===== src/rtl/or1200_vlx_packer.sv =====
// ============================================================================
// Module   : or1200_vlx_packer
// Function : Variable-length bit packer with JPEG byte stuffing, output byte
//            FIFO and acked byte-store bus port, controlled over the SPR bus.
// Revision : 1.0 - initial release
// ============================================================================
`default_nettype none

module or1200_vlx_packer #(
    parameter int          ACC_W      = 64,
    parameter int          MAX_BITS   = 16,
    parameter int          FIFO_DEPTH = 4,
    parameter logic [31:0] ADDR_RST   = 32'h0
) (
    input  logic                          clk_i,
    input  logic                          rst_i,
    input  logic                          put_i,
    input  logic [$clog2(MAX_BITS+1)-1:0] put_size_i,
    input  logic [MAX_BITS-1:0]           put_dat_i,
    input  logic                          flush_i,
    input  logic                          stuff_en_i,
    input  logic                          spr_cs,
    input  logic                          spr_write,
    input  logic [1:0]                    spr_addr,
    input  logic [31:0]                   spr_dat_i,
    output logic [31:0]                   spr_dat_o,
    output logic                          stall_cpu_o,
    output logic                          store_byte_o,
    output logic [31:0]                   vlx_addr_o,
    output logic [31:0]                   dat_o,
    input  logic                          ack_i,
    output logic                          busy_o
);

    localparam int SW  = $clog2(MAX_BITS + 1);
    localparam int CW  = $clog2(ACC_W + 1);
    localparam int CW1 = CW + 1;
    localparam int FW  = (FIFO_DEPTH > 1) ? $clog2(FIFO_DEPTH) : 1;
    localparam int NW  = FW + 1;

    typedef enum logic [1:0] {
        ST_RUN   = 2'd0,
        ST_PAD   = 2'd1,
        ST_DRAIN = 2'd2
    } state_t;

    state_t            state_q, state_d;
    logic [ACC_W-1:0]  acc_q, acc_d;
    logic [CW-1:0]     cnt_q, cnt_d;
    logic [7:0]        fifo_q [FIFO_DEPTH];
    logic [7:0]        fifo_d [FIFO_DEPTH];
    logic [FW-1:0]     wr_q, wr_d, rd_q, rd_d;
    logic [NW-1:0]     num_q, num_d;
    logic [31:0]       addr_q, addr_d;
    logic [31:0]       nstored_q, nstored_d;

    logic [SW-1:0]       size_eff;
    logic [MAX_BITS-1:0] dat_masked;
    logic                accept;
    logic [7:0]          head_byte;
    logic                stuff2;
    logic [NW-1:0]       free;
    logic                ext;
    logic                pop;
    logic [2:0]          pad;
    logic                busy;
    logic                spr_wr;

    assign busy   = (cnt_q != '0) || (num_q != '0) || (state_q != ST_RUN);
    assign spr_wr = spr_cs && spr_write;

    always_comb begin
        size_eff   = (put_size_i > SW'(MAX_BITS)) ? SW'(MAX_BITS) : put_size_i;
        dat_masked = put_dat_i & ~({MAX_BITS{1'b1}} << size_eff);
        accept     = put_i && (state_q == ST_RUN) &&
                     (({1'b0, cnt_q} + CW1'(size_eff)) <= CW1'(ACC_W));

        // Oldest unextracted byte sits just below the fill level.
        head_byte  = 8'(acc_q >> (cnt_q - CW'(8)));
        stuff2     = stuff_en_i && (head_byte == 8'hFF);
        free       = NW'(FIFO_DEPTH) - num_q;
        ext        = (cnt_q >= CW'(8)) && (free >= (stuff2 ? NW'(2) : NW'(1)));
        pop        = ack_i && (num_q != '0);

        // 8 - (cnt mod 8) truncates to 0 when already byte aligned.
        pad        = (state_q == ST_PAD) ? 3'(4'd8 - {1'b0, cnt_q[2:0]}) : 3'd0;

        acc_d = acc_q;
        if (accept) begin
            acc_d = (acc_q << size_eff) | ACC_W'(dat_masked);
        end else if (pad != 3'd0) begin
            acc_d = (acc_q << pad) | ACC_W'(~(8'hFF << pad));
        end
        cnt_d = cnt_q + (accept ? CW'(size_eff) : CW'(0)) + CW'(pad)
                - (ext ? CW'(8) : CW'(0));

        fifo_d = fifo_q;
        wr_d   = wr_q;
        rd_d   = rd_q;
        if (ext) begin
            fifo_d[wr_q] = head_byte;
            if (stuff2) begin
                fifo_d[wr_q + FW'(1)] = 8'h00;
                wr_d = wr_q + FW'(2);
            end else begin
                wr_d = wr_q + FW'(1);
            end
        end
        if (pop) begin
            rd_d = rd_q + FW'(1);
        end
        num_d = num_q + (ext ? (stuff2 ? NW'(2) : NW'(1)) : NW'(0))
                - (pop ? NW'(1) : NW'(0));

        state_d = state_q;
        case (state_q)
            ST_RUN:   if (flush_i) state_d = ST_PAD;
            ST_PAD:   state_d = ST_DRAIN;
            ST_DRAIN: if ((cnt_q == '0) && (num_q == '0)) state_d = ST_RUN;
            default:  state_d = ST_RUN;
        endcase

        addr_d = addr_q;
        if (pop) begin
            addr_d = addr_q + 32'd1;
        end else if (spr_wr && (spr_addr == 2'b10) && !busy) begin
            addr_d = spr_dat_i;
        end

        nstored_d = nstored_q;
        if (spr_wr && (spr_addr == 2'b01)) begin
            nstored_d = 32'd0;
        end else if (pop) begin
            nstored_d = nstored_q + 32'd1;
        end
    end

    always_ff @(posedge clk_i) begin
        if (rst_i) begin
            state_q   <= ST_RUN;
            acc_q     <= '0;
            cnt_q     <= '0;
            wr_q      <= '0;
            rd_q      <= '0;
            num_q     <= '0;
            addr_q    <= ADDR_RST;
            nstored_q <= 32'd0;
            for (int i = 0; i < FIFO_DEPTH; i++) begin
                fifo_q[i] <= 8'h00;
            end
        end else begin
            state_q   <= state_d;
            acc_q     <= acc_d;
            cnt_q     <= cnt_d;
            wr_q      <= wr_d;
            rd_q      <= rd_d;
            num_q     <= num_d;
            addr_q    <= addr_d;
            nstored_q <= nstored_d;
            fifo_q    <= fifo_d;
        end
    end

    always_comb begin
        spr_dat_o = 32'd0;
        case (spr_addr)
            2'b00:   spr_dat_o = {16'd0, 8'(cnt_q), 5'(num_q), 1'b0, 2'(state_q)};
            2'b01:   spr_dat_o = nstored_q;
            2'b10:   spr_dat_o = addr_q;
            default: spr_dat_o = 32'd0;
        endcase
    end

    assign stall_cpu_o  = (put_i && !accept) || (state_q != ST_RUN);
    assign store_byte_o = (num_q != '0);
    assign dat_o        = {24'd0, store_byte_o ? fifo_q[rd_q] : 8'h00};
    assign vlx_addr_o   = addr_q;
    assign busy_o       = busy;

endmodule

`default_nettype wire


===== config.mk =====
export PLATFORM = sky130hd
export DESIGN_NAME = or1200_vlx_packer
export DESIGN_NICKNAME = d
export VERILOG_FILES = /design/src/rtl/or1200_vlx_packer.sv
export SDC_FILE = /design/constraint.sdc
export NUM_CORES = 1
export LEC_CHECK = 0
export BUFFER_PORTS_ARGS = -buffer_cell sky130_fd_sc_hd__buf_2
export CAP_MARGIN = 10
export CORE_ASPECT_RATIO = 1.4
export CORE_MARGIN = 10
export CORE_UTILIZATION = 45
export DETAILED_ROUTE_END_ITERATION = 16
export GPL_ROUTABILITY_DRIVEN = 0
export PLACE_DENSITY = 0.65
export REMOVE_ABC_BUFFERS = 1
export SLEW_MARGIN = 20
export SYNTH_ARGS = -nofsm -noshare
export SYNTH_HDL_FRONTEND = slang
export SYNTH_SLANG_ARGS = --single-unit

===== constraint.sdc =====
create_clock -name clk_i -period 8.4 [get_ports clk_i]
set_clock_uncertainty 0.05 [all_clocks]
set_input_delay 1.68 -clock clk_i [delete_from_list [all_inputs] [get_ports clk_i]]
set_output_delay 1.68 -clock clk_i [all_outputs]
set_load 0.05 [all_outputs]

==> summary.md <==
| Metric | Value |
|---|---|
| Worst min path class | register to register |
| Synth async-reset ratio | 0% |
| Worst r2r path cells | 21 |
| Critical Path RT | 6.67 ns |
| Mean Syn Cell Area | 8.55 sq um |
| CTS tree | built |
| Number of remaining DRC errors | 0 |
| Largest net degree at the start of global routing | 107 |
| Register area share after synthesis | 22.0% |
| Total net switching power | 2.47 mW |
| Core Region | 35100 sq um |
| Root buffer cell | clkbuf_16 |
| R2R Path Start | cnt_q[0] |
| Worst reg-to-reg setup slack | 1.93 ns |
| Commonest non-fill, non-tap cell in the layout | mux2i_1 |
| DRT Pass-1 Iters | 6 |
| Sw Ratio | 50.0% |
| Clock power share | 16.0% |
| Endpoints failing setup | 0 |
| Final total power | 4.93 mW |
| Hold-fix buffers, CTS | 0 |
| Most used DFF post-synth | dfxtp_1 |
| Crit path max fanout | 23 |
| Period utilization | 78.0% |
| Yosys reg bits | 176 |
| CP max-delay cell | a31oi_4 |
| Fmax | 153 MHz |
| WHS Path Cells | 2 |
| Placed instance count | 2316 |
| Gate power share | 55.2% |
| Max_slew headroom | 30.9% |
| HP Start | fifo_q[21] |
| Hold Slack | 0.429 ns |
| Power per cell area | 287 nW/um^2 |
| Hold EP | fifo_q[21] |
| Ant. Diodes | 0 |
| Worst r2r dst | cnt_q[6] |
| Overall routed net length | 54000 microns |
| YS warnings | 0 |
| Worst slack at placement | 1.88 ns |
| I/O Buffers | 137 |
| Mapped cell area | 16000 sq um |
| Area contributors post-synth | dfxtp_1 (22%), mux2i_1 (16%), mux4_2 (11%) |
| Worst-Skew Late Latency | 0.47 ns |
| Minimum clock period | 6.55 ns |
| Placed wire-length estimate | 38400 microns |
| VDD IR-drop max | 0.154 mV |
| Unique masters post-synth | 76 |
| Clk slew on worst S/H paths | 0.07 ns |
| Die height | 243 microns |
| EDFF count, synth | 0 |
| Die area | 43600 sq um |
| CP cell instances | buf_4 -> nand2b_4 -> inv_1 -> ha_1 -> inv_1 -> fa_1 -> inv_1 -> maj3_1 -> a21oi_1 -> xnor2_1 -> a211o_1 -> a31oi_4 -> o21ai_0 -> buf_2 |
| Initial DRC count | 1773 |
| Final TNS setup | 0 ns |
| Layout Nets | 1981 |
| Most frequent cells in the layout | mux2i_1 (252), nand2_1 (197), dfxtp_1 (173) |
| I/O pin cnt | 162 |
| Arr. time, crit path | 4.82 ns |
| Initial core utilization | 45.6% |
| Initial antenna violation count | 0 |
| Mapped Cells | 1871 |
| Worst setup SP type | primary input |
| CP max stage delay | 0.58 ns |
| Slew Viols, Final | 0 |
| Vias in the first global route | 15100 |
| RSZ-0062 raised after global routing | no |
| Fin. Hold Viols | 0 |
| Clock Tree Buf Depth | 2 |
| Critical path endpoint category | output port |
| Non-Filler Instances | 2348 |
| DRT antenna net count | 0 |
| Synth area leader | dfxtp_1 |
| Leak Pwr | 6.62 nW |
| Vias/cell | 6.55 |
| P&R area growth vs syn | 7.35% |
| Total track usage | 24.2% |
| First-pass GRT wire length | 84800 microns |
| Die X | 179 microns |
| Least-Margin Pin Slew | 1.04 ns |
| Sequential power share | 28.8% |
| Setup CP Type | primary input to output port |
| CTS Sinks | 176 |
| Status | finished clean |
| H-tree depth | 4 |
| Total setup buffers inserted after CTS | 0 |
| Layout cells sized above 1 | 18.8% |
| Wire per inst | 23.0 microns |
| Yosys top cell area share | 22.0% |
| DR vias | 15400 |
| CP most frequent cell | inv_1 |
| Worst Slack Setup Final | 1.85 ns |
| Fillers | 3355 |
| Row count | 81 |
| CTS resizes | 0 |
| Number of max-cap violations | 0 |
| CTS Buf Count | 17 |
| Overflow after GRT | 0 |
| P_int | 2.47 mW |
## Yosys cell counts (36+ instances only)
library cell,count
mux4_2,77
dfxtp_1,176
a21oi_1,99
inv_1,53
clkbuf_1,97
o21ai_0,68
nor2_1,127
mux2i_1,252
mux2_2,36
buf_2,40
a211oi_1,85
nor3_1,64
nand2_1,197
## layer usage
metal,part of all wire (%),routed length [microns],up-vias,global-route usage [%]
li1,-,-,6949,-
met1,37,20300,7314,28.3
met2,48,26200,867,40.1
met3,7.9,4260,238,3.76
met4,6.2,3330,0,15.4
met5,0,0,-,0
## worst max path at each step
stage	from	endpoint	slack, ns	depth (start not counted)
final	put_size_i[4]	stall_cpu_o	1.85	14
after global routing	cnt_q[0]	cnt_q[6]	1.50	21
after CTS	put_size_i[4]	stall_cpu_o	1.88	14
after detailed placement	put_size_i[4]	stall_cpu_o	1.88	14
after global placement	put_size_i[4]	stall_cpu_o	2.04	14
after floorplan	put_size_i[4]	stall_cpu_o	-8.49	10
## registers in the layout, summed over array words and instances, names as in the netlist
signal      count
state_q         2
num_q           3
fifo_q         32
vlx_addr_o     32
nstored_q      32
wr_q            2
rd_q            2
acc_q          64
cnt_q           7
## critical path: cells and delay by family
kind | cells | cell delay (ns)
xor+xnor | 1 | 0.10
compound gates | 4 | 1.30
fa+ha+maj | 3 | 0.78
buf+inv | 5 | 0.75
simple gates | 1 | 0.18
## cells by family (layout without fill, tap and decap cells)
group / count (synthesis) / after routing / share of synthesized area (%)
other: 1 / 24 / 0.0234
AOI/OAI and AO/OA: 441 / 441 / 19.7
muxes: 367 / 367 / 29.3
xor gates and xnor gates: 41 / 41 / 2.24
buffers and inverters: 251 / 249 / 7.28
adders and majority gates: 41 / 41 / 3.41
DFF: 176 / 176 / 22.0
and+or+nand+nor: 553 / 553 / 16.0
## cell type report
| cell class | count | area (sq um) | area share [%] |
|---|---|---|---|
| Multi-Input combinational cell | 1467 | 11400 | 66.6 |
| Sequential cell | 176 | 3530 | 20.6 |
| Timing Repair Buffer | 159 | 858 | 5.00 |
| Tap cell | 456 | 571 | 3.32 |
| Clock buffer | 18 | 429 | 2.50 |
| Inverter | 58 | 218 | 1.27 |
| Clock inverter | 14 | 126 | 0.736 |
## power groups by stage
stage | Sequential, mW | Combinational, mW | Clock, mW
after floorplan | 1.28 | 1.98 | 0
after global placement | 1.41 | 2.63 | 0
after detailed placement | 1.42 | 2.65 | 0
after CTS | 1.40 | 2.67 | 0.805
after global routing | 1.43 | 2.96 | 0.838
final | 1.42 | 2.72 | 0.792
## through the flow
step | cell area [sq um] | util [%]
after detailed placement | 16600 | 47.4
after global placement | 16600 | 47.4
after CTS | 17200 | 49.0
after global routing | 17200 | 49.0
after floorplan | 15100 | -
final | 17200 | 49.0
Power figures use the tool's default switching activity.
